$ cat config.mk
export PLATFORM = sky130hd
export DESIGN_NAME = regfile_dump_flat
export DESIGN_NICKNAME = d
export VERILOG_FILES = /design/src/rtl/regfile_dump_pkg.sv /design/src/rtl/regfile_dump_if.sv /design/src/rtl/regfile_dump_word_serializer.sv /design/src/rtl/regfile_dump.sv /design/src/flat_wrapper.sv
export SDC_FILE = /design/constraint.sdc
export NUM_CORES = 1
export LEC_CHECK = 0
export ABC_AREA = 1
export CAP_MARGIN = 20
export CORE_ASPECT_RATIO = 1.25
export CORE_MARGIN = 2
export CORE_UTILIZATION = 48
export DETAILED_ROUTE_END_ITERATION = 8
export PLACE_DENSITY = 0.86
export SLEW_MARGIN = 20
export SYNTH_ARGS = -nofsm -noshare
export SYNTH_HDL_FRONTEND = slang
export SYNTH_SLANG_ARGS = --single-unit
$ cat constraint.sdc
create_clock -name clock -period 1.7 [get_ports clock]
set_clock_uncertainty 0.1 [all_clocks]
set_input_delay 0.255 -clock clock [delete_from_list [all_inputs] [get_ports clock]]
set_output_delay 0.255 -clock clock [all_outputs]
set_load 0.05 [all_outputs]
$ cat src/rtl/regfile_dump_pkg.sv
// Shared constants and state encoding for the register-file dump engine.
// Latency: n/a (declarations only).
// Backpressure: n/a.
package regfile_dump_pkg;

   localparam int NUM_REGS_DEF   = 32;
   localparam int ADDR_W_DEF     = 5;
   localparam int DATA_W_DEF     = 32;
   localparam int BYTES_PER_WORD = DATA_W_DEF / 8;

   // Dump FSM encoding, kept as plain 2-bit constants for legacy tools
   typedef logic [1:0] state_t;
   localparam state_t S_IDLE = 2'd0;
   localparam state_t S_READ = 2'd1;
   localparam state_t S_SEND = 2'd2;
   localparam state_t S_DONE = 2'd3;

   // Width of a byte counter for a word of bpw bytes (at least one bit)
   function automatic int byte_idx_w(input int bpw);
      return (bpw > 1) ? $clog2(bpw) : 1;
   endfunction

endpackage

$ cat src/rtl/regfile_dump_if.sv
// Byte stream from the dump engine toward the debug UART transmitter.
// Latency: n/a (signal bundle only).
// Backpressure: byte transfers when out_valid && out_ready.
interface regfile_dump_if;
   logic [7:0] out_data;
   logic       out_valid;
   logic       out_ready;
   logic       out_last;

   modport master (output out_data, output out_valid, output out_last, input out_ready);
   modport slave  (input out_data, input out_valid, input out_last, output out_ready);
endinterface

$ cat src/rtl/regfile_dump_word_serializer.sv
// Loads one register word and emits its bytes MSB first on a valid/ready stream.
// Latency: first byte valid the cycle after load, one byte per accepted cycle.
// Backpressure: word, byte index and valid hold while out_valid && !out_ready.
module regfile_dump_word_serializer
   import regfile_dump_pkg::*;
#(
   parameter int DATA_W = DATA_W_DEF
) (
   input  logic              clock,
   input  logic              ctrl_reset,
   input  logic              i_load,
   input  logic [DATA_W-1:0] i_word,
   input  logic              i_last_word,
   regfile_dump_if.master    o_byte,
   output logic              o_word_done
);

   localparam int BPW = DATA_W / 8;
   localparam int BIW = byte_idx_w(BPW);
   localparam logic [BIW-1:0] LAST_BYTE = BIW'(BPW - 1);

   logic [DATA_W-1:0] r_word;
   logic [BIW-1:0]    r_byte_idx;
   logic              r_vld;
   logic              w_fire;
   logic              w_last_byte;

   // The word is shifted left after each accepted byte, so the top byte is always current
   assign w_fire          = r_vld & o_byte.out_ready;
   assign w_last_byte     = (r_byte_idx == LAST_BYTE);
   assign o_byte.out_valid = r_vld;
   assign o_byte.out_data  = r_word[DATA_W-1 -: 8];
   assign o_byte.out_last  = r_vld & i_last_word & w_last_byte;
   assign o_word_done      = w_fire & w_last_byte;

   // Snapshot on load, advance one byte per handshake, drop valid after the final byte
   always_ff @(posedge clock) begin
      if (ctrl_reset) begin
         r_word     <= '0;
         r_byte_idx <= '0;
         r_vld      <= 1'b0;
      end else if (i_load) begin
         r_word     <= i_word;
         r_byte_idx <= '0;
         r_vld      <= 1'b1;
      end else if (w_fire) begin
         r_word <= r_word << 8;
         if (w_last_byte) begin
            r_byte_idx <= '0;
            r_vld      <= 1'b0;
         end else begin
            r_byte_idx <= r_byte_idx + 1'b1;
         end
      end
   end

endmodule

$ cat src/rtl/regfile_dump.sv
// Walks register file entries 0..NUM_REGS-1 through a spare read port and streams them as bytes.
// Latency: start at edge N -> READ in N+1, first byte valid in N+2; 1+DATA_W/8 cycles per register unstalled.
// Backpressure: out_ready low freezes the stream and the walk; out_valid never drops without a handshake.
module regfile_dump
   import regfile_dump_pkg::*;
#(
   parameter int NUM_REGS = NUM_REGS_DEF,
   parameter int ADDR_W   = ADDR_W_DEF,
   parameter int DATA_W   = DATA_W_DEF
) (
   input  logic              clock,
   input  logic              ctrl_reset,
   input  logic              start,
   output logic [ADDR_W-1:0] ctrl_readReg,
   input  logic [DATA_W-1:0] data_readReg,
   regfile_dump_if.master    out_if,
   output logic              busy,
   output logic              done
);

   localparam logic [ADDR_W-1:0] LAST_REG = ADDR_W'(NUM_REGS - 1);

   state_t            r_state;
   logic [ADDR_W-1:0] r_reg_idx;
   logic              w_word_done;
   logic              w_last_reg;
   logic              w_load;

   assign w_last_reg   = (r_reg_idx == LAST_REG);
   assign w_load       = (r_state == S_READ);
   assign ctrl_readReg = (r_state == S_READ || r_state == S_SEND) ? r_reg_idx : '0;
   assign busy         = (r_state != S_IDLE);
   assign done         = (r_state == S_DONE);

   // The register word is captured at the edge that ends the READ cycle
   regfile_dump_word_serializer #(
      .DATA_W (DATA_W)
   ) u_ser (
      .clock       (clock),
      .ctrl_reset  (ctrl_reset),
      .i_load      (w_load),
      .i_word      (data_readReg),
      .i_last_word (w_last_reg),
      .o_byte      (out_if),
      .o_word_done (w_word_done)
   );

   // Dump sequencer: one READ per register, SEND until its last byte is accepted, then next or DONE
   always_ff @(posedge clock) begin
      if (ctrl_reset) begin
         r_state   <= S_IDLE;
         r_reg_idx <= '0;
      end else begin
         case (r_state)
            S_IDLE: begin
               if (start) begin
                  r_state   <= S_READ;
                  r_reg_idx <= '0;
               end
            end
            S_READ: begin
               r_state <= S_SEND;
            end
            S_SEND: begin
               if (w_word_done) begin
                  if (w_last_reg) begin
                     r_state <= S_DONE;
                  end else begin
                     r_state   <= S_READ;
                     r_reg_idx <= r_reg_idx + 1'b1;
                  end
               end
            end
            default: begin
               r_state   <= S_IDLE;
               r_reg_idx <= '0;
            end
         endcase
      end
   end

endmodule

$ cat src/flat_wrapper.sv
// flat-port wrapper written by rule: the top's interface ports become plain ports
module regfile_dump_flat import regfile_dump_pkg::*;
#(
   parameter int NUM_REGS = NUM_REGS_DEF,
   parameter int ADDR_W   = ADDR_W_DEF,
   parameter int DATA_W   = DATA_W_DEF
)
  (clock, ctrl_reset, start, ctrl_readReg, data_readReg, busy, done, out_if_out_data, out_if_out_valid, out_if_out_last, out_if_out_ready);
  regfile_dump_if out_if_i ();
  input  logic clock;
  input  logic ctrl_reset;
  input  logic start;
  output logic [ADDR_W-1:0] ctrl_readReg;
  input  logic [DATA_W-1:0] data_readReg;
  output logic busy;
  output logic done;
  output wire logic [$bits(out_if_i.out_data)-1:0] out_if_out_data;
  output wire logic [$bits(out_if_i.out_valid)-1:0] out_if_out_valid;
  output wire logic [$bits(out_if_i.out_last)-1:0] out_if_out_last;
  input wire logic [$bits(out_if_i.out_ready)-1:0] out_if_out_ready;
  assign out_if_out_data = out_if_i.out_data;
  assign out_if_out_valid = out_if_i.out_valid;
  assign out_if_out_last = out_if_i.out_last;
  assign out_if_i.out_ready = out_if_out_ready;
  regfile_dump #(.NUM_REGS(NUM_REGS), .ADDR_W(ADDR_W), .DATA_W(DATA_W)) u_core (.clock(clock), .ctrl_reset(ctrl_reset), .start(start), .ctrl_readReg(ctrl_readReg), .data_readReg(data_readReg), .out_if(out_if_i), .busy(busy), .done(done));
endmodule
==> flow_metrics.py, run 1 <==
metrics = {
    "synthesis": {
        "syn_nets": 321,
        "synth_top_family_by_area": "simple AND/OR/NAND/NOR gates",
        "synth-compound-area-share": 0.1374,
        "seq_area_frac_synth": 0.4158,
        "yosysUniqueCellTypes": 24,
        "synth_area_um2": 2022,
        "synth_adder_area_share": 0.04950,
        "synth_xor_area_frac": 0,
        "ys_ff_latch": 42,
        "muxShareOfSynthArea": 0,
        "ys_warn_count": 0,
        "avgSynthCellArea_um2": 7.299,
        "synth-simple-area-share": 0.2791,
        "synthCells": 277,
    },
    "route": {
        "routed_wl_um": 5038,
        "routedWlPerCell_um": 13.09,
        "initialDrtViolationCount": 156,
        "via_count": 2014,
        "route.detailed.drc": 0,
        "ant_nets": 0,
        "dr.pass1.iters": 4,
        "viasPerCell": 5.231,
    },
    "worst_setup_path": {
        "crit_type": "reg -> out",
        "reg2reg_slack_ns": 0.05,
        "setup.worst_path.start": "u_core.r_reg_idx[0]",
        "endpoint": "out_if_out_last",
        "reg2reg_to": "u_core.r_state[0]",
        "timing.rr.start": "u_core.r_state[1]",
        "cp_cell_sequence": "ha_4 > nand2_4 > nor2_4 > ha_4 > and3_4 > buf_12",
        "cpPeakStageDelay_ns": 0.36,
        "cpMostUsedCell": "ha_4",
        "slowest_stage": "dfxtp_2",
        "critPathLaunchType": "register",
        "worstSetupEndpointType": "output pin",
        "r2r_cells": 6,
        "crit_fanout": 2,
        "arrival_ns": 1.44,
        "required_ns": 1.34,
    },
    "pwr": {
        "combPwrFrac": 0.542,
        "power_switching_mw": 1.996,
        "vdd_drop_max_v": 0.0009210,
        "p_leak_nw": 1.146,
        "power_density_nw_per_um2": 1588,
        "pwr-share-seq": 0.321,
        "switching_share": 0.4404,
        "clkPwrFrac": 0.137,
        "p_int_mw": 2.537,
        "finalPower_mw": 4.533,
    },
    "place": {
        "gp_congestion": 0.8506,
        "portBuffers": 52,
        "place_inst": 375,
        "dp_hpwl_um": 3153,
    },
    "grt": {
        "use_met2": 0.3521,
        "track_usage": 0.2099,
        "grt_pass1_wl_um": 7679,
        "top_usage_layer": "met2",
        "overflow": 0,
        "met3_usage": 0.05093,
        "grt_pass1_vias": 1792,
        "grt_max_degree": 38,
        "antenna_found_initial": 0,
        "grt_util_met1": 0.2424,
    },
    "sta": {
        "relSlewSlack": 0.7331,
        "rsz0062_at_grt": "yes",
        "tightest_slew_ns": 0.4003,
        "hold_viol_final": 0,
        "fin_crit_ns": 1.790,
        "fmax_mhz": 558.5,
        "whs_ns": 0.3644,
        "maxSlewViolCount": 0,
        "fin_crit_sh": 1.053,
        "setup_viol": 1,
        "setup_ws_ns": -0.09036,
    },
    "clock_tree": {
        "clock_tree.root_cell": "clkbuf_8",
        "clkLatencyLatePin_ns": 0.30,
        "path_clk_slew_ns": 0.08,
        "cts_tree": "done",
        "cts_buffer_depth": 2,
        "cts_buffers": 5,
        "htreeDepth": 2,
        "cts_sinks": 42,
    },
    "run": {
        "maxCapViolations": 0,
    },
    "die": {
        "start_util": 0.4972,
        "rows": 26,
        "io_pins": 53,
        "coreArea_um2": 4066,
        "die_h_um": 76.57,
        "die_w_um": 62.05,
        "die_area_um2": 4751,
    },
    "run_status": {
        "violations": "setup timing",
        "run_status": "complete, but fails checks",
    },
    "final_layout": {
        "area_delta_synth_final_pct": 41.15,
        "final_cells": 385,
        "diodes": 0,
        "drive_above_1_share": 0.1824,
        "fill_cells": 309,
        "nets": 373,
        "final_common_cell": "nand2_1",
        "layout_common_cells": "86 x nand2_1, 38 x dfxtp_1, 35 x clkdlybuf4s50_1",
    },
    "hold_path": {
        "hold_path_class": "reg -> reg",
    },
}
power groups by stage:
| stage | logic (mW) | clock network [mW] | registers (mW) |
|---|---|---|---|
| after global placement | 2.20 | 0 | 1.42 |
| after floorplan | 1.52 | 0 | 1.44 |
| final | 2.45 | 0.621 | 1.46 |
| after detailed placement | 2.25 | 0 | 1.43 |
| after global routing | 2.65 | 0.680 | 1.49 |
| after CTS | 2.33 | 0.624 | 1.43 |
metrics by stage:
step / setup TNS [ns] / util / setup WS (ns) / area [um2]
after floorplan: 0 / - / 0.01322 / 2022
final: -0.09036 / 0.7018 / -0.09036 / 2854
after CTS: -0.1247 / 0.6877 / -0.1247 / 2796
after global routing: -0.2141 / 0.7018 / -0.1434 / 2854
after global placement: 0 / 0.6551 / 0.07243 / 2664
after detailed placement: -0.005794 / 0.6551 / -0.005794 / 2664
sequential cells by signal, summed over array words and instances (netlist names):
name	flops
u_core.r_reg_idx	5
u_core.u_ser.r_byte_idx	2
u_core.u_ser.r_word	32
u_core.u_ser.o_byte.out_valid	1
u_core.r_state	2
cell type report:
cell class | count | area, um2 | share of cell area
tap | 56 | 70.07 | 0.02455
inverter | 22 | 87.58 | 0.03069
multi-input combinational | 191 | 1028 | 0.3604
sequential | 42 | 848.3 | 0.2972
clock buffer | 5 | 68.82 | 0.02411
timing repair buffer | 67 | 740.7 | 0.2595
clock inverter | 2 | 10.01 | 0.003507
Yosys cell counts:
| library cell | count | share of area |
|---|---|---|
| nand2_1 | 87 | 0.16 |
| dfxtp_1 | 42 | 0.42 |
| nand3_1 | 25 | 0.062 |
| a31oi_1 | 24 | 0.074 |
| a21oi_1 | 21 | 0.052 |
| inv_1 | 21 | 0.039 |
| buf_4 | 12 | 0.045 |
| nor2_1 | 12 | 0.022 |
| ha_1 | 8 | 0.050 |
| buf_2 | 6 | 0.015 |
| o21ai_0 | 3 | 0.0074 |
| buf_6 | 2 | 0.011 |
| clkbuf_1 | 2 | 0.0037 |
| nor3_1 | 2 | 0.0050 |
| and3_1 | 1 | 0.0031 |
| buf_1 | 1 | 0.0019 |
| inv_4 | 1 | 0.0031 |
| nand2_2 | 1 | 0.0031 |
| nand2_4 | 1 | 0.0056 |
| nand3_2 | 1 | 0.0050 |
| nand4_1 | 1 | 0.0031 |
| nor2_4 | 1 | 0.0056 |
| nor4_1 | 1 | 0.0031 |
| o21bai_1 | 1 | 0.0037 |
what timing repair did:
item,4_1_cts,5_1_grt
pin swaps,4,5
setup buffers,2,0
gates cloned,0,1
hold buffers,0,0
gates resized for setup,10,14
endpoints found under the setup margin,8,12
worst min-delay path by stage:
stage	startpoint	to	slack, ns	cells after the start
after detailed placement	u_core.u_ser.r_word[2]	u_core.u_ser.r_word[2]	0.36	2
after global routing	u_core.u_ser.r_word[6]	u_core.u_ser.r_word[6]	0.39	2
after global placement	u_core.u_ser.r_word[7]	u_core.u_ser.r_word[7]	0.35	2
after floorplan	data_readReg[0]	u_core.u_ser.r_word[0]	0.30	2
after CTS	u_core.u_ser.r_word[2]	u_core.u_ser.r_word[2]	0.37	2
final	u_core.u_ser.r_word[2]	u_core.u_ser.r_word[2]	0.36	2
critical path, delay by kind of cell (launching register included):
kind	cells	cell delay [ns]
simple gates	3	0.34
flops	1	0.36
buf+inv	1	0.14
fa+ha+maj	2	0.29
per-layer routing:
metal / vias to the layer above / part of all wire
met1: 913 / 0.38
met2: 84 / 0.53
met3: 10 / 0.067
li1: 1007 / -
met4: 0 / 0.025
met5: - / 0
cell families after synthesis:
| group | after synthesis |
|---|---|
| flops | 42 |
| buf+inv | 45 |
| fa+ha+maj | 8 |
| compound gates | 49 |
| simple gates | 133 |
No activity file was read; power rests on OpenSTA's default activity.
==> run 2, diff against run 1 <==
- CAP_MARGIN: 20 -> unset
- SLEW_MARGIN: 20 -> 25
==> results of run 2 <==
No change in the layout: final DEF, timing and power equal those of run 1.
==> run 3, diff against run 2 <==
- PLACE_DENSITY: 0.86 -> 0.76
==> run 3 against run 2 <==
Compared with the run above:
- the flow still finishes with violations (setup timing)
- non-clock buffer count stayed put
- final cell count did not move
- register-to-register slack about the same
- sequential share of layout area fell by 0.49 points
- utilization grew 1.2 points
- clock-buffer cell count grew 1
- combinational power about the same
- global-route usage rose by 0.63 points
- hold slack better by 0.0018 ns
- clock power is 29% higher
==> flow_metrics.py, run 3 (synthesized netlist as in run 1, its figures left out) <==
metrics = {
    "sta": {
        "setup_viol": 1,
        "maxSlewViolCount": 0,
        "fmax_mhz": 545.2,
        "relSlewSlack": 0.7447,
        "fin_crit_sh": 1.079,
        "tightest_slew_ns": 0.3830,
        "setup_tns_ns": -0.1342,
        "hold_viol_final": 0,
        "rsz0062_at_grt": "yes",
        "setup_ws_ns": -0.1342,
        "fin_crit_ns": 1.834,
    },
    "final_layout": {
        "drive_above_1_share": 0.1945,
        "reg.largest.list": "u_core.u_ser.r_word: 32 flops, u_core.r_reg_idx: 5 flops",
        "nets": 373,
        "largest_register_ffs": 32,
        "area_delta_synth_final_pct": 43.50,
        "top_register": "u_core.u_ser.r_word",
        "layout_common_cells": "86 x nand2_1, 38 x dfxtp_1, 35 x clkdlybuf4s50_1",
        "final_area_um2": 2902,
        "diodes": 0,
        "final_common_cell": "nand2_1",
    },
    "worst_setup_path": {
        "critPathLaunchType": "register",
        "path_depth": 6,
        "r2r_cells": 9,
        "arrival_ns": 1.48,
        "worst-path-buf-inv": 1,
        "worstSetupEndpointType": "output pin",
        "cp_cell_sequence": "ha_4 > nand2_4 > nor2_4 > ha_4 > and3_4 > buf_12",
        "slowest_stage": "dfxtp_2",
        "path_delay_family": "simple AND/OR/NAND/NOR gates",
        "cpPeakStageDelay_ns": 0.36,
        "cpMostUsedCell": "ha_4",
        "crit_type": "reg -> out",
        "crit_fanout": 2,
        "required_ns": 1.34,
    },
    "clock_tree": {
        "clkLatencyLatePin_ns": 0.30,
        "cts_buffers": 5,
        "cts_buffer_depth": 2,
        "htreeDepth": 2,
        "cts_tree": "done",
        "path_clk_slew_ns": 0.07,
        "hold_buffers": 0,
        "cts_sinks": 42,
        "clock_tree.root_cell": "clkbuf_8",
    },
    "die": {
        "rows": 26,
        "io_pins": 53,
        "start_util": 0.4972,
        "die_w_um": 62.05,
        "die_h_um": 76.57,
        "coreArea_um2": 4066,
        "die_area_um2": 4751,
    },
    "grt": {
        "met3_usage": 0.06112,
        "grt_max_degree": 36,
        "top_usage_layer": "met2",
        "grt_util_met1": 0.2595,
        "overflow": 0,
        "grt_pass1_wl_um": 7831,
        "antenna_found_initial": 0,
        "use_met2": 0.3521,
        "track_usage": 0.2162,
        "grt_pass1_vias": 1854,
    },
    "run": {
        "maxCapViolations": 0,
    },
    "place": {
        "portBuffers": 52,
        "place_area_um2": 2664,
        "gp_congestion": 0.8457,
        "dp_hpwl_um": 3181,
    },
    "route": {
        "route.detailed.drc": 0,
        "via_count": 1966,
        "routed_wl_um": 4860,
        "ant_nets": 0,
        "viasPerCell": 5.106,
        "routedWlPerCell_um": 12.62,
        "dr.pass1.iters": 4,
        "initialDrtViolationCount": 87,
    },
    "hold_path": {
        "hold_path_class": "reg -> reg",
        "hold_depth": 2,
    },
    "pwr": {
        "combPwrFrac": 0.521,
        "p_leak_nw": 1.158,
        "p_int_mw": 2.731,
        "vdd_drop_max_v": 0.0008426,
        "pwr-share-seq": 0.309,
        "power_switching_mw": 1.966,
        "switching_share": 0.4185,
        "clkPwrFrac": 0.170,
        "power_density_nw_per_um2": 1619,
    },
    "run_status": {
        "violations": "setup timing",
        "run_status": "complete, but fails checks",
    },
}
## run 3: cell types whose count changed in the layout (fill, tap and decap cells not counted), sizes merged
cell,delta
clkinv,-2
bufinv,+1
clkbuf,+1
## run 3: worst paths after layout
path / endpoint / slack [ns] / startpoint
setup / recovery: out_if_out_last / -0.13 / u_core.r_reg_idx[0]
hold / removal: u_core.u_ser.r_word[5] / 0.37 / u_core.u_ser.r_word[5]
setup reg to reg: u_core.r_reg_idx[4] / 0.05 / u_core.r_reg_idx[0]
hold reg to reg: u_core.u_ser.r_word[5] / 0.37 / u_core.u_ser.r_word[5]
## run 3: stage by stage
stage | worst slack (ns) | hold slack (ns) | cells | power [mW] | utilization
floorplan | 0.01322 | 0.3033 | 277 | 2.956 | -
global placement | 0.09718 | 0.3511 | 375 | 3.636 | 0.6551
detailed placement | 0.01458 | 0.3546 | 375 | 3.675 | 0.6551
CTS | -0.1312 | 0.3660 | 383 | 4.564 | 0.6948
global route | -0.1782 | 0.3854 | 385 | 5.010 | 0.7135
finish | -0.1342 | 0.3663 | 385 | 4.697 | 0.7135
## run 3: power groups by stage
stage	registers, mW	logic [mW]	clock network, mW
after floorplan	1.44	1.52	0
after global placement	1.42	2.22	0
after detailed placement	1.43	2.25	0
after CTS	1.43	2.32	0.814
after global routing	1.48	2.68	0.852
final	1.45	2.45	0.799
## run 3: area by class of cell
class / instances / area [um2]
multi-input combinational: 191 / 1039
inverter: 22 / 87.58
clock buffer: 6 / 82.58
fill: 343 / 1165
timing repair buffer: 67 / 744.5
tap: 56 / 70.07
sequential: 42 / 848.3
clock inverter: 1 / 30.03
## run 3: worst reg2reg max path, delay by kind of cell (launching register included)
| family | cells | cell delay, ns |
|---|---|---|
| DFF | 1 | 0.34 |
| adders and majority gates | 2 | 0.33 |
| and+or+nand+nor | 4 | 0.32 |
| AOI/OAI and AO/OA | 2 | 0.31 |
| buffers and inverters | 1 | 0.14 |
## run 3: layer usage
layer | part of all wire | routed length (um) | vias up
met5 | 0 | 0 | -
met4 | 0.025 | 123 | 0
met3 | 0.051 | 247 | 13
met2 | 0.51 | 2466 | 56
met1 | 0.42 | 2023 | 888
li1 | - | - | 1009
## run 3: timing repair
item | 4_1_cts | 5_1_grt
endpoints found under the setup margin | 6 | 14
pin swaps | 3 | 6
cloned | 0 | 1
gates resized for setup | 11 | 18
buffers inserted | 1 | 1
